`config.mk`:
```
export PLATFORM = sky130hd
export DESIGN_NAME = stim_seq
export DESIGN_NICKNAME = d
export VERILOG_FILES = /design/src/rtl/stim_seq_pkg.sv /design/src/rtl/stim_lfsr32.sv /design/src/rtl/stim_seq.sv
export SDC_FILE = /design/constraint.sdc
export NUM_CORES = 1
export LEC_CHECK = 0
export CORE_MARGIN = 3
export CORE_UTILIZATION = 38
export CTS_BUF_LIST = sky130_fd_sc_hd__clkbuf_4
export CTS_CLUSTER_DIAMETER = 120
export DETAILED_ROUTE_END_ITERATION = 10
export PLACE_DENSITY = 0.79
export SYNTH_ARGS = -nofsm -noshare
export SYNTH_HDL_FRONTEND = slang
export SYNTH_SLANG_ARGS = --single-unit
```
`constraint.sdc`:
```
create_clock -name clk -period 3.3 [get_ports clk]
set_clock_uncertainty 0.05 [all_clocks]
set_input_delay 0.66 -clock clk [delete_from_list [all_inputs] [get_ports clk]]
set_output_delay 0.66 -clock clk [all_outputs]
set_load 0.005 [all_outputs]
```
`src/rtl/stim_seq_pkg.sv`:
```
// Shared types, widths and corner-pattern helper for the stimulus sequencer.
package stim_seq_pkg;

  typedef enum logic [1:0] {
    ST_IDLE,
    ST_CORNER,
    ST_RAND,
    ST_DONE
  } stim_state_e;

  localparam int SMALL_W = 32;
  localparam int QUAD_W  = 40;
  localparam int WIDE_W  = 70;

  localparam logic [31:0] LFSR_TAPS = 32'h8020_0003;

  // idx 0: zeros, 1: all-ones, 2: MSB only, 3: all-ones except MSB (low `width` bits).
  function automatic logic [WIDE_W-1:0] corner_vec(input logic [1:0] idx, input int width);
    logic [WIDE_W-1:0] ones;
    logic [WIDE_W-1:0] msb;
    ones = '0;
    msb  = '0;
    for (int i = 0; i < WIDE_W; i++) begin
      if (i < width) ones[i] = 1'b1;
      if (i == width - 1) msb[i] = 1'b1;
    end
    case (idx)
      2'd0:    corner_vec = '0;
      2'd1:    corner_vec = ones;
      2'd2:    corner_vec = msb;
      default: corner_vec = ones & ~msb;
    endcase
  endfunction

endpackage

```
`src/rtl/stim_lfsr32.sv`:
```
// 32-bit right-shifting Galois LFSR with synchronous reload of a fixed seed.
module stim_lfsr32
  import stim_seq_pkg::*;
#(
  parameter logic [31:0] SEED_VAL = 32'h1
) (
  input  logic        clk,
  input  logic        reset,
  input  logic        load,
  input  logic        adv,
  output logic [31:0] state
);

  logic [31:0] lfsr_q;
  logic [31:0] lfsr_d;

  always_comb begin
    lfsr_d = lfsr_q;
    if (load) begin
      lfsr_d = SEED_VAL;
    end else if (adv) begin
      lfsr_d = {1'b0, lfsr_q[31:1]} ^ (lfsr_q[0] ? LFSR_TAPS : 32'h0);
    end
  end

  always_ff @(posedge clk or posedge reset) begin
    if (reset) lfsr_q <= SEED_VAL;
    else       lfsr_q <= lfsr_d;
  end

  assign state = lfsr_q;

endmodule

```
`src/rtl/stim_seq.sv`:
```
// Stimulus sequencer: corner burst then LFSR run, checking out_* == in_* + 1.
// Response checking is built only when STIM_SEQ_CHECK_EN is defined.
module stim_seq
  import stim_seq_pkg::*;
#(
  parameter int          NUM_RAND = 64,
  parameter logic [31:0] SEED     = 32'hACE1_0001
) (
  input  logic               clk,
  input  logic               reset,
  input  logic               start,
  output logic [SMALL_W-1:0] in_small,
  output logic [QUAD_W-1:0]  in_quad,
  output logic [WIDE_W-1:0]  in_wide,
  output logic               vec_valid,
  input  logic [QUAD_W-1:0]  out_quad,
  input  logic [WIDE_W-1:0]  out_wide,
  output logic               busy,
  output logic               done,
  output logic [15:0]        vec_count,
  output logic [15:0]        err_count,
  output logic [15:0]        first_err_idx
);

  localparam logic [31:0] SEED_EFF   = (SEED == 32'h0) ? 32'h1 : SEED;
  localparam logic [15:0] NUM_RAND_W = 16'(NUM_RAND);

  stim_state_e        state_q, state_d;
  logic [1:0]         corner_idx_q, corner_idx_d;
  logic [15:0]        rand_cnt_q, rand_cnt_d;
  logic [SMALL_W-1:0] in_small_q, in_small_d;
  logic [QUAD_W-1:0]  in_quad_q, in_quad_d;
  logic [WIDE_W-1:0]  in_wide_q, in_wide_d;
  logic               vec_valid_q, vec_valid_d;
  logic               busy_q, busy_d;
  logic               done_q, done_d;
  logic [15:0]        vec_count_q, vec_count_d;
  logic               lfsr_load, lfsr_adv, seq_clear;
  logic [31:0]        lfsr_state;
  logic [1:0]         corner_sel;

  stim_lfsr32 #(.SEED_VAL(SEED_EFF)) u_lfsr (
    .clk   (clk),
    .reset (reset),
    .load  (lfsr_load),
    .adv   (lfsr_adv),
    .state (lfsr_state)
  );

  // The registered outputs carry the vector for the coming cycle, so the
  // corner index looked up here is the one after the vector now presented.
  assign corner_sel = (state_q == ST_CORNER) ? corner_idx_q + 2'd1 : 2'd0;

  always_comb begin
    state_d      = state_q;
    corner_idx_d = corner_idx_q;
    rand_cnt_d   = rand_cnt_q;
    in_small_d   = in_small_q;
    in_quad_d    = in_quad_q;
    in_wide_d    = in_wide_q;
    vec_valid_d  = 1'b0;
    busy_d       = 1'b0;
    done_d       = 1'b0;
    lfsr_load    = 1'b0;
    lfsr_adv     = 1'b0;
    seq_clear    = 1'b0;
    case (state_q)
      ST_IDLE, ST_DONE: begin
        done_d = (state_q == ST_DONE);
        if (start) begin
          seq_clear    = 1'b1;
          lfsr_load    = 1'b1;
          corner_idx_d = 2'd0;
          in_small_d   = SMALL_W'(corner_vec(corner_sel, SMALL_W));
          in_quad_d    = QUAD_W'(corner_vec(corner_sel, QUAD_W));
          in_wide_d    = corner_vec(corner_sel, WIDE_W);
          vec_valid_d  = 1'b1;
          busy_d       = 1'b1;
          done_d       = 1'b0;
          state_d      = ST_CORNER;
        end
      end
      ST_CORNER: begin
        vec_valid_d = 1'b1;
        busy_d      = 1'b1;
        if (corner_idx_q == 2'd3) begin
          in_small_d = lfsr_state;
          in_quad_d  = {lfsr_state[7:0], lfsr_state};
          in_wide_d  = {lfsr_state[5:0], lfsr_state, lfsr_state};
          lfsr_adv   = 1'b1;
          rand_cnt_d = 16'd1;
          state_d    = ST_RAND;
        end else begin
          corner_idx_d = corner_idx_q + 2'd1;
          in_small_d   = SMALL_W'(corner_vec(corner_sel, SMALL_W));
          in_quad_d    = QUAD_W'(corner_vec(corner_sel, QUAD_W));
          in_wide_d    = corner_vec(corner_sel, WIDE_W);
        end
      end
      ST_RAND: begin
        if (rand_cnt_q == NUM_RAND_W) begin
          done_d  = 1'b1;
          state_d = ST_DONE;
        end else begin
          vec_valid_d = 1'b1;
          busy_d      = 1'b1;
          in_small_d  = lfsr_state;
          in_quad_d   = {lfsr_state[7:0], lfsr_state};
          in_wide_d   = {lfsr_state[5:0], lfsr_state, lfsr_state};
          lfsr_adv    = 1'b1;
          rand_cnt_d  = rand_cnt_q + 16'd1;
        end
      end
      default: state_d = ST_IDLE;
    endcase
  end

  always_comb begin
    vec_count_d = vec_count_q;
    if (seq_clear) vec_count_d = 16'd0;
    else if (vec_valid_q && vec_count_q != 16'hFFFF) vec_count_d = vec_count_q + 16'd1;
  end

  always_ff @(posedge clk or posedge reset) begin
    if (reset) begin
      state_q      <= ST_IDLE;
      corner_idx_q <= 2'd0;
      rand_cnt_q   <= 16'd0;
      in_small_q   <= '0;
      in_quad_q    <= '0;
      in_wide_q    <= '0;
      vec_valid_q  <= 1'b0;
      busy_q       <= 1'b0;
      done_q       <= 1'b0;
      vec_count_q  <= 16'd0;
    end else begin
      state_q      <= state_d;
      corner_idx_q <= corner_idx_d;
      rand_cnt_q   <= rand_cnt_d;
      in_small_q   <= in_small_d;
      in_quad_q    <= in_quad_d;
      in_wide_q    <= in_wide_d;
      vec_valid_q  <= vec_valid_d;
      busy_q       <= busy_d;
      done_q       <= done_d;
      vec_count_q  <= vec_count_d;
    end
  end

`ifdef STIM_SEQ_CHECK_EN
  logic [15:0] err_count_q, err_count_d;
  logic [15:0] first_err_idx_q, first_err_idx_d;
  logic        mismatch;

  always_comb begin
    mismatch = vec_valid_q && ((out_quad != in_quad_q + QUAD_W'(1)) ||
                               (out_wide != in_wide_q + WIDE_W'(1)));
    err_count_d     = err_count_q;
    first_err_idx_d = first_err_idx_q;
    if (seq_clear) begin
      err_count_d     = 16'd0;
      first_err_idx_d = 16'hFFFF;
    end else if (mismatch) begin
      if (err_count_q != 16'hFFFF) err_count_d = err_count_q + 16'd1;
      if (err_count_q == 16'd0) first_err_idx_d = vec_count_q;
    end
  end

  always_ff @(posedge clk or posedge reset) begin
    if (reset) begin
      err_count_q     <= 16'd0;
      first_err_idx_q <= 16'hFFFF;
    end else begin
      err_count_q     <= err_count_d;
      first_err_idx_q <= first_err_idx_d;
    end
  end

  assign err_count     = err_count_q;
  assign first_err_idx = first_err_idx_q;
`else
  logic unused_resp;
  assign unused_resp   = ^{out_quad, out_wide};
  assign err_count     = 16'd0;
  assign first_err_idx = 16'hFFFF;
`endif

  assign in_small  = in_small_q;
  assign in_quad   = in_quad_q;
  assign in_wide   = in_wide_q;
  assign vec_valid = vec_valid_q;
  assign busy      = busy_q;
  assign done      = done_q;
  assign vec_count = vec_count_q;

endmodule

```
==> metrics.md, run 1 <==
| Metric | Value |
|---|---|
| First DRT Iteration DRCs | `458` |
| Maximum buffer depth of the clock tree | `2` |
| Met2 Wirelength | `6450 um` |
| Floorplan Core Area | `16,100 um2` |
| Top-level I/O count | `306` |
| Period utilization | `0.788` |
| Worst path required time | `3650 ps` |
| Floorplan die height | `135 um` |
| Critical path cell sequence | `inv_1, ha_1, mux2i_1, or4b_1, or3_1, a21oi_1` |
| Clock-pin slew on the worst setup and hold paths | `160 ps` |
| CTS Root Buffer Type | `sky130_fd_sc_hd__clkbuf_4` |
| Post-DR vias/cell | `5.00` |
| Half-perimeter wire length of the detailed placement result | `9460 um` |
| Wl on met1 | `5950 um` |
| Post-Route Setup TNS | `0 ps` |
| FF+latch count, synth | `105` |
| Worst-margin pin slew | `999 ps` |
| Maximum clock rate | `384 MHz` |
| Critical path class | `reg2reg` |
| Post-layout net count | `842` |
| H-tree lvl count | `3` |
| Most frequent cells in the layout | `sky130_fd_sc_hd__clkdlybuf4s50_1, sky130_fd_sc_hd__dfrtp_1, sky130_fd_sc_hd__nand2_1, sky130_fd_sc_hd__a21oi_1, sky130_fd_sc_hd__o21ai_0` |
| Die outline width | `135 um` |
| Gates resized, CTS repair | `0` |
| Most frequently used flop master after synthesis | `sky130_fd_sc_hd__dfrtp_1` |
| Final GP Congestion | `0.843` |
| RSZ-0062 raised after global routing | `no` |
| Via total after detailed routing | `4,706` |
| Max layer used | `met4` |
| Most common cell after layout, fill and taps aside | `sky130_fd_sc_hd__clkdlybuf4s50_1` |
| HP Class | `reg2reg` |
| Maximum number of pins on one net before global-route repair | `106` |
| Leakage Power | `0.00321 uW` |
| Count of placed standard cells including taps | `925` |
| R2R setup slack | `700 ps` |
| Critical path data arrival time | `2950 ps` |
| Clock buffer count from CTS | `9` |
| IO Port Bufs | `163` |
| Most area-consuming cells after synthesis | `sky130_fd_sc_hd__dfrtp_1, sky130_fd_sc_hd__buf_4, sky130_fd_sc_hd__mux2_2, sky130_fd_sc_hd__a21oi_1, sky130_fd_sc_hd__dfstp_2` |
| Count of standard-cell rows | `46` |
| Fraction of layout instances using a drive strength above 1 | `0.106` |
| Yosys warns | `0` |
| Gate count after technology mapping | `678` |
| Synth unique cells | `50` |
| Max Cap Viol | `0` |
| Initial antenna violation count | `1` |
| Die Area | `18,200 um2` |
| Post-layout minimum cycle time | `2600 ps` |
| Peak supply drop | `0.267 mV` |
| Post-route insts no fill | `942` |
| Hold endpoint | `u_lfsr.state[28]` |
| Final count of hold timing violations | `0` |
| Async SR Flop Fraction | `1.00` |
| Vias in the first global route | `4,176` |
| Part of the Yosys area used for sequential elements | `0.417` |
| Final standard cell area without fillers | `7430 um2` |
| Worst-path fanout max | `13` |
| Starting Density | `0.393` |
| Sort of element at the end of the critical path | `register` |
| Finish-stage setup viols | `0` |
| Insertion delay to the later sink of the worst-skew pair | `480 ps` |
| Area growth syn-to-layout | `17.3%` |
| Endpoint of the lowest-slack register-to-register path | `rand_cnt_q[15]` |
| CP max stage delay | `690 ps` |
| Clock tree from TritonCTS | `done` |
| Yosys top cell area share | `0.379` |
| Hold Buf Count CTS | `0` |
| Post-synthesis average cell area | `9.34 um2` |
| Fin. max-slew vios | `0` |
| Result of the run | `finished, final reports clean` |
| Total iterations of the first detailed-routing run | `5` |
| Sinks on Clock Net | `105` |
| Count of buffers added by post-CTS timing repair for setup | `0` |
| Sort of element at the start of the critical path | `register` |
| Worst min-delay path startpoint | `u_lfsr.state[29]` |
| Post-Route WL | `13,600 um` |
| Slowest cell on the critical path | `sky130_fd_sc_hd__or4b_1` |
| Placement Cell Area | `7290 um2` |
| Count of cells along the worst hold path | `2` |
| Post-synth top area cell | `sky130_fd_sc_hd__dfrtp_1` |
| WL/cell | `14.4 um` |
| FILL cells | `1,536` |
| Overall track demand over capacity in global routing | `0.143` |
| Worst max-slew margin expressed relative to the limit | `0.332` |
| Antenna violation net count after detailed routing | `0` |
| Final global-route overflow total | `0` |
| Count of flip-flops with a built-in enable after synthesis | `0` |
| DRC violation count after routing | `0` |
| Total met3 wirelength after detailed routing | `1030 um` |
| Syn Std Cell Area | `6330 um2` |
| Number of cell instances on the worst register-to-register path | `6` |
| Wire length of the first global-routing pass | `21,500 um` |
| Power density normalized to cell area | `790 nW/um2` |
| Tot Pwr | `5870 uW` |
| Launch point of the worst reg-to-reg path | `state_q[0]` |
## layout make-up
| type | instances | area [um2] | area share |
|---|---|---|---|
| Clock inverter | 6 | 65.1 | 0.00876 |
| Tap cell | 216 | 270 | 0.0364 |
| Clock buffer | 10 | 75.1 | 0.0101 |
| Antenna cell | 1 | 2.50 | 0.000337 |
| Inverter | 29 | 113 | 0.0152 |
| Timing Repair Buffer | 175 | 1760 | 0.237 |
| Sequential cell | 105 | 2640 | 0.355 |
| Multi-Input combinational cell | 400 | 2500 | 0.337 |
## stage by stage
stage / worst slack (ps) / hold slack, ps / util
after floorplan: 1100 / 426 / -
after detailed placement: 731 / 450 / 0.452
final: 699 / 467 / 0.461
after global placement: 762 / 444 / 0.452
after global routing: 573 / 494 / 0.461
after CTS: 711 / 471 / 0.461
## sequential cells by signal, indices dropped and copies added, names as in the netlist
| register | count |
|---|---|
| rand_cnt_q | 16 |
| busy | 1 |
| in_quad | 2 |
| in_small | 32 |
| vec_count | 16 |
| done | 1 |
| corner_idx_q | 2 |
| u_lfsr.state | 32 |
| state_q | 2 |
| in_wide | 1 |
## worst max path at each step
stage / start / end / slack (ps) / cells after the start
floorplan: state_q[0] / in_small[21] / 1100 / 8
global placement: state_q[0] / rand_cnt_q[15] / 760 / 6
detailed placement: state_q[0] / rand_cnt_q[15] / 730 / 6
CTS: state_q[0] / rand_cnt_q[15] / 710 / 6
global route: state_q[0] / rand_cnt_q[15] / 570 / 6
finish: state_q[0] / rand_cnt_q[15] / 700 / 6
## kinds of logic after synthesis
group	Yosys count	share of synthesized area
buffers and inverters	203	0.207
xor gates and xnor gates	9	0.0125
muxes	57	0.0968
other	2	0.00119
AOI/OAI and AO/OA	129	0.118
DFF	105	0.417
and+or+nand+nor	164	0.130
adders and majority gates	9	0.0178
## critical path: cells and delay by family (launching register included)
| kind | cells | cell delay (ps) |
|---|---|---|
| multiplexers | 1 | 190 |
| AND/OR/NAND/NOR | 2 | 1080 |
| adder cells (fa/ha/maj) | 1 | 510 |
| buffers and inverters | 1 | 120 |
| flip-flops | 1 | 440 |
| AO/OA/AOI/OAI | 1 | 140 |
## power breakdown
group | switching, uW | internal [uW] | total (uW)
clock network | 437 | 245 | 681
registers | 350 | 1640 | 1990
logic | 1430 | 1770 | 3190
## cell usage after synthesis (4+ instances only)
master / count
sky130_fd_sc_hd__or4_1: 4
sky130_fd_sc_hd__clkbuf_1: 22
sky130_fd_sc_hd__dfrtp_1: 96
sky130_fd_sc_hd__nor2_1: 36
sky130_fd_sc_hd__nand4_1: 8
sky130_fd_sc_hd__nand2_1: 53
sky130_fd_sc_hd__dfstp_2: 9
sky130_fd_sc_hd__xnor2_1: 8
sky130_fd_sc_hd__o31ai_1: 5
sky130_fd_sc_hd__nor4_1: 7
sky130_fd_sc_hd__nor3_1: 4
sky130_fd_sc_hd__buf_4: 145
sky130_fd_sc_hd__or3_1: 11
sky130_fd_sc_hd__a31oi_1: 7
sky130_fd_sc_hd__nand3_1: 17
sky130_fd_sc_hd__ha_1: 9
sky130_fd_sc_hd__mux2_2: 34
sky130_fd_sc_hd__and4_1: 7
sky130_fd_sc_hd__inv_1: 29
sky130_fd_sc_hd__o21ai_0: 43
sky130_fd_sc_hd__a21oi_1: 53
sky130_fd_sc_hd__a211oi_1: 4
sky130_fd_sc_hd__mux2i_1: 23
## per-layer routing
| layer | GRT usage | vias up |
|---|---|---|
| met5 | 0 | - |
| met4 | 0.0426 | 0 |
| met3 | 0.0276 | 10 |
| met2 | 0.227 | 170 |
| met1 | 0.201 | 2288 |
| li1 | - | 2238 |
(Power assumes the default switching activity.)
==> run 2: changes to the inputs <==
Settings changed: CORE_UTILIZATION 38 to 42, PLACE_DENSITY 0.79 to 0.83.
Clock period 3.3 ns to 2.6 ns, I/O delays scaled along.
==> run 2 against run 1 <==
  * First-iteration DRC count is 33% lower
  * Worst hold slack worse by 170 ps
  * Maximum frequency is 16% higher
  * Cell area is 0.13% higher
  * Non-clock buffer count is 9 higher
  * Sequential power is 27% higher
  * Highest routed layer unchanged
==> metrics.md, run 2 (synthesis gave the netlist of run 1 again) <==
| Metric | Value |
|---|---|
| Sort of element at the end of the critical path | `register` |
| WL/cell | `14.7 um (+2.0%)` |
| Post-DR vias/cell | `5.19 (+3.8%)` |
| Area growth syn-to-layout | `17.5%` |
| Most common cell after layout, fill and taps aside | `sky130_fd_sc_hd__clkdlybuf4s50_1` |
| Critical path data arrival time | `2560 ps (-390 ps)` |
| Insertion delay to the later sink of the worst-skew pair | `470 ps (about the same)` |
| Die outline width | `129 um (-4.7%)` |
| Post-Route WL | `13,500 um (-0.49%)` |
| Post-Route Setup TNS | `0 ps (unchanged)` |
| Endpoint of the lowest-slack register-to-register path | `in_small[20]` |
| First DRT Iteration DRCs | `309 (-33%)` |
| Clock tree from TritonCTS | `done` |
| Die Area | `16,600 um2 (-9.1%)` |
| Max Cap Viol | `0 (unchanged)` |
| RSZ-0062 raised after global routing | `no` |
| FILL cells | `1,347 (-12%)` |
| R2R setup slack | `350 ps (-350 ps)` |
| Most frequent cells in the layout | `sky130_fd_sc_hd__clkdlybuf4s50_1, sky130_fd_sc_hd__dfrtp_1, sky130_fd_sc_hd__nand2_1, sky130_fd_sc_hd__a21oi_1, sky130_fd_sc_hd__o21ai_0` |
| Slowest cell on the critical path | `sky130_fd_sc_hd__dfrtp_1` |
| Final GP Congestion | `0.818 (-3.1%)` |
| Sort of element at the start of the critical path | `register` |
| CTS Root Buffer Type | `sky130_fd_sc_hd__clkbuf_4` |
| Hold slack | `301 ps (-166 ps)` |
| Antenna violation net count after detailed routing | `0 (unchanged)` |
| Worst path required time | `2910 ps (-740 ps)` |
| HP Class | `in2async` |
| Sequential cell area | `2640 um2 (unchanged)` |
| Starting Density | `0.432 (+0.0395)` |
| Critical path class | `reg2reg` |
| Peak supply drop | `0.385 mV (+44%)` |
| Vias in the first global route | `4,333 (+3.8%)` |
| Area of combinational cells with multiple inputs | `2510 um2 (about the same)` |
| Worst-path fanout max | `35 (+22)` |
| Crit path max-delay family | `simple AND/OR/NAND/NOR gates` |
| Top-level I/O count | `306 (unchanged)` |
| CP max stage delay | `450 ps (-240 ps)` |
| Power density normalized to cell area | `1000 nW/um2 (+27%)` |
| Finish-stage setup viols | `0 (unchanged)` |
| Maximum clock rate | `445 MHz (+16%)` |
| Launch point of the worst reg-to-reg path | `state_q[0]` |
| DRC violation count after routing | `0 (unchanged)` |
| Sinks on Clock Net | `105 (unchanged)` |
| IO Port Bufs | `163 (unchanged)` |
| Count of standard-cell rows | `44 (-4.3%)` |
| Initial antenna violation count | `1 (unchanged)` |
| Critical path cell sequence | `inv_1, ha_1, nor4b_1, and4_1, or2_4, mux2_2` |
| Fin. max-slew vios | `0 (unchanged)` |
| Result of the run | `finished, final reports clean` |
| Leakage Power | `0.00324 uW (+1.1%)` |
| Count of buffers added by post-CTS timing repair for setup | `0 (unchanged)` |
| Number of cell instances on the worst register-to-register path | `6 (unchanged)` |
| Via total after detailed routing | `4,766 (+1.3%)` |
| Count of buffering cells on the critical path with inverters included | `1 (unchanged)` |
| Clock buffer count from CTS | `9 (unchanged)` |
| Maximum number of pins on one net before global-route repair | `70 (-34%)` |
| H-tree lvl count | `3 (unchanged)` |
| Half-perimeter wire length of the detailed placement result | `9680 um (+2.3%)` |
| Worst setup startpoint | `state_q[0]` |
| Post-layout net count | `851 (+1.1%)` |
| Worst max-slew margin expressed relative to the limit | `0.502 (+0.171)` |
| Maximum buffer depth of the clock tree | `2 (unchanged)` |
| Final count of hold timing violations | `0 (unchanged)` |
| Total iterations of the first detailed-routing run | `5 (unchanged)` |
| Clock-pin slew on the worst setup and hold paths | `160 ps (about the same)` |
| Floorplan die height | `129 um (-4.7%)` |
| Fraction of the core area covered by cells at the end of the flow | `0.508 (+0.0470)` |
| Floorplan Core Area | `14,600 um2 (-9.1%)` |
| Post-layout minimum cycle time | `2250 ps (-353 ps)` |
| Fraction of layout instances using a drive strength above 1 | `0.114 (+0.00823)` |
| Overall track demand over capacity in global routing | `0.159 (+0.0158)` |
| Worst-margin pin slew | `740 ps (-259 ps)` |
| Wire length of the first global-routing pass | `21,700 um (+1.0%)` |
| Final global-route overflow total | `0 (unchanged)` |
| Period utilization | `0.865 (+0.0763)` |
## run 2: through the flow
step / cell area [um2] / power (uW) / setup slack (ps) / instances
2_1_floorplan: 6450 / 5260 / 401 / 708
3_3_place_gp: 7300 / 6550 / 213 / 902
3_5_place_dp: 7300 / 6670 / 145 / 902
4_1_cts: 7430 / 7520 / 134 / 918
5_1_grt: 7440 / 8020 / 147 / 919
6_report: 7440 / 7460 / 352 / 919
## run 2: area by class of cell
type                    instances  share of cell area
flip-flops and latches        105               0.355
multi-input cells             400               0.337
repair buffers                184               0.244
well taps                     184              0.0310
inverters                      29              0.0151
clock buffers                  10              0.0101
clock inverters                 6             0.00774
diodes                          1            0.000336
## run 2: worst max-delay path by stage
stage / endpoint / cells after the start / slack [ps]
6_report: in_small[20] / 6 / 350
5_1_grt: in_small[19] / 6 / 150
4_1_cts: in_small[20] / 6 / 130
3_5_place_dp: in_small[16] / 6 / 150
3_3_place_gp: in_small[31] / 6 / 210
2_1_floorplan: in_small[21] / 8 / 400
## run 2: per-layer routing
metal  part of all wire  global-route usage  vias up
met5                  0                   0        -
met4              0.014              0.0488        0
met3              0.071              0.0340       14
met2               0.47               0.249      177
met1               0.44               0.222     2318
li1                   -                   -     2257
## run 2: repair_timing
action                     4_1_cts  5_1_grt
resized for setup                0        1
hold buffers                     0        0
setup endpoints to repair        0       24
## run 2: report_power, final
part           internal [uW]  switching, uW
combinational           2280           1810
sequential              2080            440
clock                    301            542
==> run 3: changes to the inputs <==
Settings changed: CELL_PAD_IN_SITES_DETAIL_PLACEMENT set to 1, CELL_PAD_IN_SITES_GLOBAL_PLACEMENT set to 1, CORE_UTILIZATION 42 to 30, HOLD_SLACK_MARGIN set to 0.05, PLACE_DENSITY 0.83 to 0.86.
==> run 3 against run 2 <==
  * Global-route usage decreased by 2.2 points
  * Count of clock-buffer cells in the layout unchanged
  * Cell area increased by 1.9%
  * Wire length increased by 16%
  * Combinational power increased by 4%
  * Die area increased by 38%
  * Non-clock buffer count increased by 3
  * Flip-flop and latch count unchanged
  * Register-to-register slack got worse by 120 ps
  * Maximum frequency decreased by 5.1%
  * Sequential power about the same
  * Critical path type unchanged
  * Critical endpoint is now in_small[17]
  * Highest routed layer is now met5
==> metrics.md, run 3 (synthesis gave the netlist of run 1 again) <==
| Metric | Value |
|---|---|
| Final GP Congestion | `0.779 (-4.7%)` |
| Launch point of the worst reg-to-reg path | `state_q[0]` |
| Most common cell after layout, fill and taps aside | `sky130_fd_sc_hd__clkdlybuf4s50_1` |
| Post-Route Setup TNS | `0 ps (unchanged)` |
| Die Area | `22,900 um2 (+38%)` |
| DRC violation count after routing | `0 (unchanged)` |
| Period utilization | `0.911 (+0.0465)` |
| Number of antenna repair diodes | `0 (-1)` |
| HP Class | `in2async` |
| Fraction of the core area covered by cells at the end of the flow | `0.370 (-0.138)` |
| Result of the run | `finished, final reports clean` |
| FILL cells | `2,376 (+76%)` |
| Maximum clock rate | `422 MHz (-5.1%)` |
| Max Cap Viol | `0 (unchanged)` |
| Placement Cell Area | `7440 um2 (+2.0%)` |
| Critical path data arrival time | `2700 ps (+140 ps)` |
| Logic depth of the worst setup path including buffers | `7 (+1)` |
| Maximum number of pins on one net before global-route repair | `106 (+51%)` |
| Critical path class | `reg2reg` |
| Sort of element at the end of the critical path | `register` |
| Maximum buffer depth of the clock tree | `2 (unchanged)` |
| Half-perimeter wire length of the detailed placement result | `11,500 um (+19%)` |
| Power density normalized to cell area | `1010 nW/um2 (+0.31%)` |
| Area growth syn-to-layout | `19.7%` |
| H-tree lvl count | `3 (unchanged)` |
| Worst setup startpoint | `state_q[0]` |
| Most frequent cells in the layout | `sky130_fd_sc_hd__clkdlybuf4s50_1, sky130_fd_sc_hd__dfrtp_1, sky130_fd_sc_hd__nand2_1, sky130_fd_sc_hd__a21oi_1, sky130_fd_sc_hd__o21ai_0` |
| Hold Buf Count CTS | `0 (unchanged)` |
| Post-layout minimum cycle time | `2370 ps (+121 ps)` |
| Clock-pin slew on the worst setup and hold paths | `190 ps (+30 ps)` |
| Clock tree from TritonCTS | `done` |
| Sort of element at the start of the critical path | `register` |
| Tot Pwr | `7620 uW (+2.2%)` |
| Number of cell instances on the worst register-to-register path | `7 (+1)` |
| Worst-path fanout max | `35 (unchanged)` |
| Fraction of layout instances using a drive strength above 1 | `0.122 (+0.00768)` |
| Post-Route WL | `15,700 um (+16%)` |
| Final global-route overflow total | `0 (unchanged)` |
| Leakage Power | `0.00326 uW (+0.66%)` |
| Final count of hold timing violations | `0 (unchanged)` |
| Count of standard-cell rows | `52 (+18%)` |
| Initial antenna violation count | `1 (unchanged)` |
| Critical path cell sequence | `inv_1, ha_1, nor4b_1, and4_1, or2_2, buf_12, mux2_2` |
| Via total after detailed routing | `4,823 (+1.2%)` |
| Top-level I/O count | `306 (unchanged)` |
| Floorplan die height | `151 um (+17%)` |
| Post-layout net count | `854 (+0.35%)` |
| CTS Root Buffer Type | `sky130_fd_sc_hd__clkbuf_4` |
| WL/cell | `15.5 um (+5.6%)` |
| Vias in the first global route | `4,983 (+15%)` |
| Endpoint of the lowest-slack register-to-register path | `in_small[17]` |
| Sinks on Clock Net | `105 (unchanged)` |
| IO Port Bufs | `163 (unchanged)` |
| Worst max-slew margin expressed relative to the limit | `0.494 (-0.00850)` |
| Gates resized, CTS repair | `0 (unchanged)` |
| Starting Density | `0.309 (-0.123)` |
| R2R setup slack | `230 ps (-120 ps)` |
| Count of buffers added by post-CTS timing repair for setup | `0 (unchanged)` |
| Antenna violation net count after detailed routing | `0 (unchanged)` |
| Count of buffering cells on the critical path with inverters included | `2 (+1)` |
| Wire length of the first global-routing pass | `25,600 um (+18%)` |
| Total iterations of the first detailed-routing run | `4 (-1)` |
| Crit path max-delay family | `simple AND/OR/NAND/NOR gates` |
| Final standard cell area without fillers | `7580 um2 (+1.9%)` |
| Insertion delay to the later sink of the worst-skew pair | `490 ps (+20 ps)` |
| Fin. max-slew vios | `0 (unchanged)` |
| Post-DR vias/cell | `4.79 (-7.6%)` |
| Critical Path Sink | `in_small[17]` |
| Worst-margin pin slew | `752 ps (+12.6 ps)` |
| First DRT Iteration DRCs | `198 (-36%)` |
| Slowest cell on the critical path | `sky130_fd_sc_hd__dfrtp_1` |
| RSZ-0062 raised after global routing | `no` |
| Finish-stage setup viols | `0 (unchanged)` |
| Floorplan Core Area | `20,500 um2 (+40%)` |
| CP max stage delay | `450 ps (about the same)` |
| Peak supply drop | `0.417 mV (+8.3%)` |
| Die outline width | `151 um (+17%)` |
| Worst path required time | `2930 ps (+20 ps)` |
| Clock buffer count from CTS | `9 (unchanged)` |
| Overall track demand over capacity in global routing | `0.137 (-0.0224)` |
[run 3: cell types whose count changed in the layout (fill, tap and decap cells not counted), sizes merged]
cell / delta
diode: -1
bufinv: -1
buf: +3
clkinv: -2
inv: +3
[run 3: cell type report]
| class | instances | area (um2) | area share |
|---|---|---|---|
| Sequential cell | 105 | 2640 | 0.348 |
| Timing Repair Buffer | 187 | 1850 | 0.244 |
| Clock buffer | 10 | 75.1 | 0.00991 |
| Tap cell | 270 | 338 | 0.0446 |
| Clock inverter | 6 | 57.6 | 0.00760 |
| Inverter | 29 | 113 | 0.0149 |
| Multi-Input combinational cell | 400 | 2500 | 0.331 |
[run 3: power breakdown]
| group | internal [uW] | switching, uW |
|---|---|---|
| combinational | 2350 | 1910 |
| clock | 232 | 602 |
| sequential | 2080 | 437 |
| total | 4670 | 2950 |
[run 3: tightest hold or removal path: cells and delay by family]
family | cells | cell delay (ps)
buffers and inverters | 3 | 930
[run 3: worst min-delay path by stage]
| stage | cells past startpoint | end | startpoint |
|---|---|---|---|
| floorplan | 2 | u_lfsr.state[16] | u_lfsr.state[17] |
| global placement | 1 | in_wide[69] | in_wide[69] |
| detailed placement | 1 | in_small[31] | in_small[31] |
| CTS | 2 | u_lfsr.state[28] | u_lfsr.state[29] |
| global route | 3 | in_small[3] | reset |
| finish | 3 | in_small[3] | reset |
[run 3: stage by stage]
| stage | hold slack, ps | worst slack, ps | std cells |
|---|---|---|---|
| finish | 434 | 231 | 1007 |
| detailed placement | 455 | 246 | 991 |
| floorplan | 426 | 401 | 708 |
| global placement | 441 | 302 | 991 |
| CTS | 484 | 202 | 1007 |
| global route | 507 | 67.5 | 1007 |
[run 3: per-layer routing]
layer / vias to the layer above / track usage / wire length [um]
met1: 2422 / 0.171 / 6600
met3: 11 / 0.0254 / 801
met5: - / 0 / 11
met4: 2 / 0.0281 / 118
met2: 124 / 0.245 / 8130
li1: 2264 / - / -
